## src/rtl/sigma_output_collector_if.sv

```systemverilog
// Stream interface of the sigma output collector: sparse per-lane snapshot
// input on one side, a serialized lane/data/last beat stream on the other.
interface sigma_output_collector_if #(
    parameter int OUT_DATA_TYPE = 32,
    parameter int NUM_PES       = 32,
    parameter int LOG2_PES      = 5
);
    logic [NUM_PES-1:0]               i_data_valid;
    logic [NUM_PES*OUT_DATA_TYPE-1:0] i_data_bus;
    logic                             i_ready;
    logic                             o_valid;
    logic [OUT_DATA_TYPE-1:0]         o_data;
    logic [LOG2_PES-1:0]              o_lane;
    logic                             o_last;

    // master drives snapshots and consumes beats; slave is the collector itself
    modport master (
        output i_data_valid, i_data_bus, i_ready,
        input  o_valid, o_data, o_lane, o_last
    );

    modport slave (
        input  i_data_valid, i_data_bus, i_ready,
        output o_valid, o_data, o_lane, o_last
    );
endinterface

```

## src/rtl/sigma_output_collector.sv

```systemverilog
// Buffers non-empty flexdpe result snapshots and serializes their valid lanes,
// lowest lane first, onto a valid/ready stream; counts snapshots lost to overflow.
module sigma_output_collector #(
    parameter int OUT_DATA_TYPE = 32,
    parameter int NUM_PES       = 32,
    parameter int LOG2_PES      = 5,
    parameter int FIFO_DEPTH    = 4,
    parameter int LOG2_DEPTH    = 2
) (
    input  logic                     CLK,
    input  logic                     rst,
    sigma_output_collector_if.slave  bus,
    input  logic                     i_clr_ovf,
    output logic                     o_overflow,
    output logic [15:0]              o_drop_count,
    output logic                     o_busy
);

    localparam logic [LOG2_DEPTH:0] FULL_COUNT = (LOG2_DEPTH + 1)'(FIFO_DEPTH);

    typedef enum logic [1:0] {IDLE, SEND, WAIT} state_t;

    state_t                           state;
    logic [NUM_PES-1:0]               mem_mask [FIFO_DEPTH];
    logic [NUM_PES*OUT_DATA_TYPE-1:0] mem_data [FIFO_DEPTH];
    logic [LOG2_DEPTH-1:0]            wr_ptr, rd_ptr;
    logic [LOG2_DEPTH:0]              count;
    logic [NUM_PES-1:0]               rem_mask;
    logic                             rem_valid;

    logic [NUM_PES-1:0]               cur_mask, next_mask;
    logic [LOG2_PES-1:0]              low_idx;
    logic                             load_en, pop, push_req, push, drop;

    // rem_valid == 0 means the head is untouched, so its stored mask is the working mask
    // NOTE: every always_comb output gets a default first so no latch is inferred.
    always_comb begin
        cur_mask  = rem_valid ? rem_mask : mem_mask[rd_ptr];
        next_mask = cur_mask & (cur_mask - 1'b1);
        low_idx   = '0;
        for (int k = NUM_PES - 1; k >= 0; k--) begin
            if (cur_mask[k]) low_idx = LOG2_PES'(k);
        end
        load_en  = (count != '0) && ((state == IDLE) || bus.i_ready);
        pop      = load_en && (next_mask == '0);
        push_req = |bus.i_data_valid;
        push     = push_req && ((count != FULL_COUNT) || pop);
        drop     = push_req && !push;
    end

    // NOTE: snapshot storage has no reset; pointers and count alone define what is valid.
    always_ff @(posedge CLK) begin
        if (push) begin
            mem_mask[wr_ptr] <= bus.i_data_valid;
            mem_data[wr_ptr] <= bus.i_data_bus;
        end
    end

    // NOTE: sequential state uses non-blocking assignments so all registers update together.
    always_ff @(posedge CLK or negedge rst) begin
        if (!rst) begin
            wr_ptr <= '0;
            rd_ptr <= '0;
            count  <= '0;
        end else begin
            if (push) wr_ptr <= wr_ptr + 1'b1;
            if (pop)  rd_ptr <= rd_ptr + 1'b1;
            case ({push, pop})
                2'b10:   count <= count + 1'b1;
                2'b01:   count <= count - 1'b1;
                default: ;
            endcase
        end
    end

    always_ff @(posedge CLK or negedge rst) begin
        if (!rst) begin
            state       <= IDLE;
            bus.o_valid <= 1'b0;
            bus.o_data  <= '0;
            bus.o_lane  <= '0;
            bus.o_last  <= 1'b0;
            rem_mask    <= '0;
            rem_valid   <= 1'b0;
        end else if (load_en) begin
            state       <= SEND;
            bus.o_valid <= 1'b1;
            bus.o_data  <= mem_data[rd_ptr][low_idx*OUT_DATA_TYPE +: OUT_DATA_TYPE];
            bus.o_lane  <= low_idx;
            bus.o_last  <= (next_mask == '0);
            rem_mask    <= next_mask;
            rem_valid   <= (next_mask != '0);
        end else if (bus.o_valid && bus.i_ready) begin
            state       <= IDLE;
            bus.o_valid <= 1'b0;
        end else if (bus.o_valid) begin
            state <= WAIT;
        end
    end

    // A clear and a drop on the same edge leave exactly that one drop recorded
    always_ff @(posedge CLK or negedge rst) begin
        if (!rst) begin
            o_overflow   <= 1'b0;
            o_drop_count <= '0;
        end else if (i_clr_ovf) begin
            o_overflow   <= drop;
            o_drop_count <= drop ? 16'd1 : 16'd0;
        end else if (drop) begin
            o_overflow <= 1'b1;
            if (o_drop_count != 16'hFFFF) o_drop_count <= o_drop_count + 1'b1;
        end
    end

    assign o_busy = (count != '0) || bus.o_valid;

endmodule

```

## src/flat_wrapper.sv

```systemverilog
// flat-port wrapper written by rule: the top's interface ports become plain ports
module sigma_output_collector_flat 
#(
    parameter int OUT_DATA_TYPE = 32,
    parameter int NUM_PES       = 32,
    parameter int LOG2_PES      = 5,
    parameter int FIFO_DEPTH    = 4,
    parameter int LOG2_DEPTH    = 2
)
  (CLK, rst, i_clr_ovf, o_overflow, o_drop_count, o_busy, bus_i_data_valid, bus_i_data_bus, bus_i_ready, bus_o_valid, bus_o_data, bus_o_lane, bus_o_last);
  sigma_output_collector_if #(.OUT_DATA_TYPE(OUT_DATA_TYPE), .NUM_PES(NUM_PES), .LOG2_PES(LOG2_PES)) bus_i ();
  input  logic CLK;
  input  logic rst;
  input  logic i_clr_ovf;
  output logic o_overflow;
  output logic [15:0] o_drop_count;
  output logic o_busy;
  input wire logic [$bits(bus_i.i_data_valid)-1:0] bus_i_data_valid;
  input wire logic [$bits(bus_i.i_data_bus)-1:0] bus_i_data_bus;
  input wire logic [$bits(bus_i.i_ready)-1:0] bus_i_ready;
  output wire logic [$bits(bus_i.o_valid)-1:0] bus_o_valid;
  output wire logic [$bits(bus_i.o_data)-1:0] bus_o_data;
  output wire logic [$bits(bus_i.o_lane)-1:0] bus_o_lane;
  output wire logic [$bits(bus_i.o_last)-1:0] bus_o_last;
  assign bus_i.i_data_valid = bus_i_data_valid;
  assign bus_i.i_data_bus = bus_i_data_bus;
  assign bus_i.i_ready = bus_i_ready;
  assign bus_o_valid = bus_i.o_valid;
  assign bus_o_data = bus_i.o_data;
  assign bus_o_lane = bus_i.o_lane;
  assign bus_o_last = bus_i.o_last;
  sigma_output_collector #(.OUT_DATA_TYPE(OUT_DATA_TYPE), .NUM_PES(NUM_PES), .LOG2_PES(LOG2_PES), .FIFO_DEPTH(FIFO_DEPTH), .LOG2_DEPTH(LOG2_DEPTH)) u_core (.CLK(CLK), .rst(rst), .bus(bus_i), .i_clr_ovf(i_clr_ovf), .o_overflow(o_overflow), .o_drop_count(o_drop_count), .o_busy(o_busy));
endmodule
```

## config.mk

```make
export PLATFORM = sky130hd
export DESIGN_NAME = sigma_output_collector_flat
export DESIGN_NICKNAME = d
export VERILOG_FILES = /design/src/rtl/sigma_output_collector_if.sv /design/src/rtl/sigma_output_collector.sv /design/src/flat_wrapper.sv
export SDC_FILE = /design/constraint.sdc
export NUM_CORES = 2
export LEC_CHECK = 0
export CELL_PAD_IN_SITES_DETAIL_PLACEMENT = 0
export CELL_PAD_IN_SITES_GLOBAL_PLACEMENT = 1
export CORE_ASPECT_RATIO = 0.9
export CORE_MARGIN = 5
export CORE_UTILIZATION = 47
export CTS_CLUSTER_DIAMETER = 80
export DETAILED_ROUTE_END_ITERATION = 8
export PLACE_DENSITY_LB_ADDON = 0.1
export RECOVER_POWER = 100
export SLEW_MARGIN = 25
export SYNTH_ARGS = -nofsm -noshare
export SYNTH_HDL_FRONTEND = slang
export SYNTH_MEMORY_MAX_BITS = 65536
export SYNTH_SLANG_ARGS = --single-unit
```

## constraint.sdc

```tcl
create_clock -name CLK -period 30.8 [get_ports CLK]
set_input_delay 3.08 -clock CLK [delete_from_list [all_inputs] [get_ports CLK]]
set_output_delay 3.08 -clock CLK [all_outputs]
set_load 0.02 [all_outputs]
```

# Word-level counts from Yosys, hierarchy flattened
# Memory sizes are Yosys's and may differ from the RTL's.
# Index checks and enable logic that the tools add are counted.
# word_totals
reg_bits	98
mem_bits_rw	4224
input_bits	1060
output_inout_bits	57
n_memories	2
# memory_table
name	depth	width	rd	rd_clocked_by_memory_dff	wr	line_no	source
u_core.mem_data	4	1024	1	0	1	sigma_output_collector.sv:25	logic [NUM_PES*OUT_DATA_TYPE-1:0] mem_data [FIFO_DEPTH];
u_core.mem_mask	4	32	1	0	1	sigma_output_collector.sv:24	logic [NUM_PES-1:0] mem_mask [FIFO_DEPTH];
# op_classes
add_sub_neg	6
eq_ne	4
n_shift	1
n_mux	47
bitwise	1
n_reduce_logical	20
# op_table
operator	n
$shiftx 1024x11->32	1
$mux 5	32
$mux 16	3
$and 32x32->32	1
$logic_not 32->1	1
$mux 32	1
$reduce_bool 32->1	1
$reduce_or 32->1	1
$sub 32x1->32 const B	1
$add 16x1->16 const B	1
$ne 16x16->1 const B	1
$reduce_bool 2->1	4
$mux 1	7
$mux 2	3
$pmux 3 s2	1
$reduce_bool 3->1	2
$logic_and 1x1->1	5
$add 2x1->2 const B	2
$add 3x1->3 const B	1
$logic_or 1x1->1	3
$ne 3x3->1 const B	1
$sub 3x1->3 const B	1
$eq 2x1->1 const B	1
$eq 2x2->1 const B	1
other kinds (3)	3

# Logic depth before layout (Yosys ltp)
# An unclocked memory read counts as a cell.
# logic_depth
word_depth	35
depth_mapped	17

# Worst setup path before layout
# Ideal clock, no wire load.
# synth_timing
kind	input -> register
start	input bus_i_ready
end	memory u_core.mem_data[0][0] in the netlist's numbering, enable pin
setup_ns	1.572
t_arrival_ns	28.527
t_required_ns	29.228
setup_slack_ns	0.701
stages	10
cell_sequence	o2bb2ai_1 a21oi_1 o2111ai_1 a2111oi_0 nand4_1 nor4_1 and3_1 buf_2 o22a_1 and2_1
# synth_via
elab_chain_len	7
# synth_rtl
element	line_no	source
start: declaration	flat_wrapper.sv:20	input wire logic [$bits(bus_i.i_ready)-1:0] bus_i_ready;
$logic_or 1x1->1	sigma_output_collector.sv:44	load_en = (count != '0) && ((state == IDLE) || bus.i_ready);
$logic_and 1x1->1	sigma_output_collector.sv:44	
$logic_and 1x1->1	sigma_output_collector.sv:45	pop = load_en && (next_mask == '0);
$logic_or 1x1->1	sigma_output_collector.sv:47	push = push_req && ((count != FULL_COUNT) || pop);
$logic_and 1x1->1	sigma_output_collector.sv:47	
$mux 1	sigma_output_collector.sv:53	if (push) begin
$mux 1 (implied by the code)	sigma_output_collector.sv:55	mem_data[wr_ptr] <= bus.i_data_bus;
end: declaration	sigma_output_collector.sv:25	
# No other way between the ends.

# Worst setup path in the final report
# layout_timing
start	register u_core.rd_ptr[0]
end	memory u_core.mem_data[2][672] in the netlist's numbering, enable pin
# layout_via
elab_chain_len	10
# layout_rtl
element	line_no	source
start: declaration	sigma_output_collector.sv:26	logic [LOG2_DEPTH-1:0] wr_ptr, rd_ptr;
start signal: assignment	sigma_output_collector.sv:67	if (pop) rd_ptr <= rd_ptr + 1'b1;
$mem_v2 4x32 *	--	
$mux 32 *	sigma_output_collector.sv:38	cur_mask = rem_valid ? rem_mask : mem_mask[rd_ptr];
$sub 32x1->32	sigma_output_collector.sv:39	next_mask = cur_mask & (cur_mask - 1'b1);
$and 32x32->32 *	sigma_output_collector.sv:39	
$logic_not 32->1 *	sigma_output_collector.sv:45	
$logic_and 1x1->1 *	sigma_output_collector.sv:45	
$logic_or 1x1->1 *	sigma_output_collector.sv:47	
$logic_and 1x1->1 *	sigma_output_collector.sv:47	
$mux 1 *	sigma_output_collector.sv:53	
$mux 1 (implied by the code) *	sigma_output_collector.sv:55	
# Mark *: on every way between the ends. The rest lies on a longest branch, timed or not.

==> metrics.txt <==
outcome finished with violations; failing checks max-capacitance violations, max-slew violations; CP max-delay cell and2_0; row cnt between 200 and 250; crit-path max FO 55; Synth top area share 0.7618; HPWL after detailed placement 325100 um; Syn Nets 9080; RR Endpoint u_core.mem_data[2][672]; First-pass DRT Iterations 6; clock slew at reported path FFs 0.06 ns; CTS H-tree depth 5; Distinct cells, synth 79; Critical Path RT 31.36 ns; largest net degree at the start of global routing 132; first-pass GRT wire length 684300 um; number of global-route vias before repair 87630; YS warnings 0; syn avg cell area 20.78 sq um; Hold Buf Count CTS 0; Setup WS post-layout 11.03 ns; CP dominant cell by count buf_4; Total Nets Final around 10000; Tmin final around 20 ns; Setup Viol. Count Final 0; Clock Latency Late Sink ~0.98 ns; reg2reg start u_core.rd_ptr[0]; crit path cell chain clkbuf_1 > clkbuf_1 > mux4_2 > a31o_1 > a21oi_1 > o21ai_0 > a2111oi_0 > nand4_1 > nor4_1 > and3_1 > o22a_1 > and2_0 > clkbuf_1 > buf_4 > buf_4 > buf_4 > buf_4 > buf_4; R2R depth 18; Seq/Total Area, Yosys 0.7764; initial antenna violation count 469; number of synthesized flops with an enable pin between 4000 and 5000; Worst Max-Slew Pin Slew 4.938 ns; synthesized instance count 8014; Max Clk Rate between 50 and 60 MHz; count of buffers from port buffering between 1000 and 1500; Worst setup EP type flop; routed vias/inst between 6 and 7; Top FF cell, synth edfxtp_1; fill cell count about 27000; arrival time worst endpoint slightly above 20 ns; final hold viol count 0; CTS tree yes; Async S/R FF share, synth 0.02245; Critical Path Source Type flop; Buffers & Inverters on Critical Path 8; Crit Path Class flop to flop; Final Wtd Congestion 0.8336; Worst Setup SP u_core.rd_ptr[0]; synthesized area approximately 170000 sq um; CP delay by family, top buffers and inverters; number of CTS-inserted buffers between 400 and 500; R2R Setup Slk 11.03 ns; layout cells sized above 1 0.1933; initial drt markers between 9000 and 10000; most common library cells after synthesis edfxtp_1 (4224), mux4_2 (1037), nand2_1 (912), nand3_1 (362), clkbuf_1 (285); WL final 493600 um; clock sink count roughly 4300; Area Growth Syn to Fin 18.98%; count leader, synth edfxtp_1; clock root cell clkbuf_16; Setup Skew roughly 0.073 ns; grt ovf 0; IO Pins between 1000 and 1500; Die Y roughly 570 um; Worst slew margin -2.292; Final period util 0.6418; slowest stage delay, CP roughly 3.3 ns; top cells by area, synth edfxtp_1 (76%), mux4_2 (14%), nand2_1 (2.1%), dfrtp_1 (1.5%), nand3_1 (1.1%); drt wl/cell around 34 um; Setup TNS 0 ns; Max Slew Vio Count 1909; die outline width approximately 640 um; worst-case clock buffer depth 4; Die ar. approximately 370000 sq um; end of the critical path u_core.mem_data[2][672]; Residual DRC 0; dpl ws 18.90 ns; Post-CTS Setup Bufs 0; Total GRT Usage 0.2650; tightest hold margin ~0.47 ns; RSZ-0062 raised after global routing false; max_cap viols 39; #FFs+latches synth 4321; Antenna Nets Post-Route 0; HP Class flop to flop; Core ar. 353000 sq um; critical path depth in cells 18; Initial Utilization 0.4716; routed via count between 80000 and 90000; largest area contributor in the synthesized netlist edfxtp_1; post-cts resize count 0
## cell usage in the layout (no fill, tap or decap), types with 96 or more instances in the layout
master and instances:
buf_4 122, clkbuf_1 128, clkbuf_16 444, clkinv_2 97, dfrtp_1 96, diode_2 158
dlygate4sd3_1 1114, edfxtp_1 4224, mux2i_1 159, mux4_2 1037, nand2_1 912, nand3_1 362
## per-layer routing
layer / track usage / up-vias / wire (um)
met1: 0.3631 / 46140 / 195700
met3: 0.05230 / 1234 / 36940
met2: 0.4209 / 3960 / 237300
met4: 0.1104 / 68 / 23290
li1: - / 36020 / -
met5: 0 / - / 428
## worst min-delay path by stage
stage / startpoint / to / slack [ns] / depth (start not counted)
2_1_floorplan: u_core.rem_mask[27] / u_core.rem_mask[27] / 0.43 / 2
3_3_place_gp: u_core.rem_mask[17] / u_core.rem_mask[17] / 0.45 / 1
3_5_place_dp: u_core.count[0] / u_core.count[0] / 0.46 / 1
4_1_cts: u_core.count[0] / u_core.count[0] / 0.47 / 1
5_1_grt: u_core.o_overflow / u_core.o_overflow / 0.49 / 1
6_report: u_core.count[0] / u_core.count[0] / 0.47 / 1
## flip-flops by register name, indices dropped and copies added, names as in the netlist
register	cells
u_core.mem_data	4096
u_core.mem_mask	128
u_core.bus.o_data	32
u_core.rem_mask	31
u_core.o_drop_count	16
u_core.bus.o_lane	5
u_core.count	3
u_core.rd_ptr	2
u_core.state	2
u_core.wr_ptr	2
u_core.bus.o_last	1
u_core.bus.o_valid	1
u_core.o_overflow	1
u_core.rem_valid	1
## per-stage QoR
| stage | utilization | cells | cell area (sq um) |
|---|---|---|---|
| after floorplan | - | 8014 | 166500 |
| after global placement | 0.5203 | 13560 | 183700 |
| after detailed placement | 0.5204 | 13570 | 183700 |
| after CTS | 0.5605 | 14380 | 197900 |
| after global routing | 0.5607 | 14470 | 197900 |
| final | 0.5611 | 14540 | 198100 |
## layout make-up
| type | instances | area (sq um) | area share |
|---|---|---|---|
| flip-flops and latches | 4321 | 129300 | 0.6526 |
| clock inverters | 263 | 2491 | 0.01258 |
| inverters | 16 | 60.06 | 0.0003032 |
| clock buffers | 549 | 11640 | 0.05879 |
| well taps | 4702 | 5883 | 0.02970 |
| diodes | 158 | 395.4 | 0.001996 |
| repair buffers | 1296 | 12630 | 0.06377 |
| multi-input cells | 3230 | 35710 | 0.1803 |
## cell families (layout without fill, tap and decap cells)
kind of cell | after synthesis | after routing | share of synthesized area
buf+inv | 463 | 2124 | 0.01127
mux | 1205 | 1205 | 0.1505
flops | 4321 | 4321 | 0.7764
xor+xnor | 16 | 16 | 0.0008417
fa+ha+maj | 6 | 6 | 0.0004960
compound gates | 421 | 421 | 0.01805
simple gates | 1582 | 1582 | 0.04247
other cells | 0 | 158 | 0
Power is not shown: default switching activity piles up to over one toggle a cycle in this logic, so the estimate is an artifact.
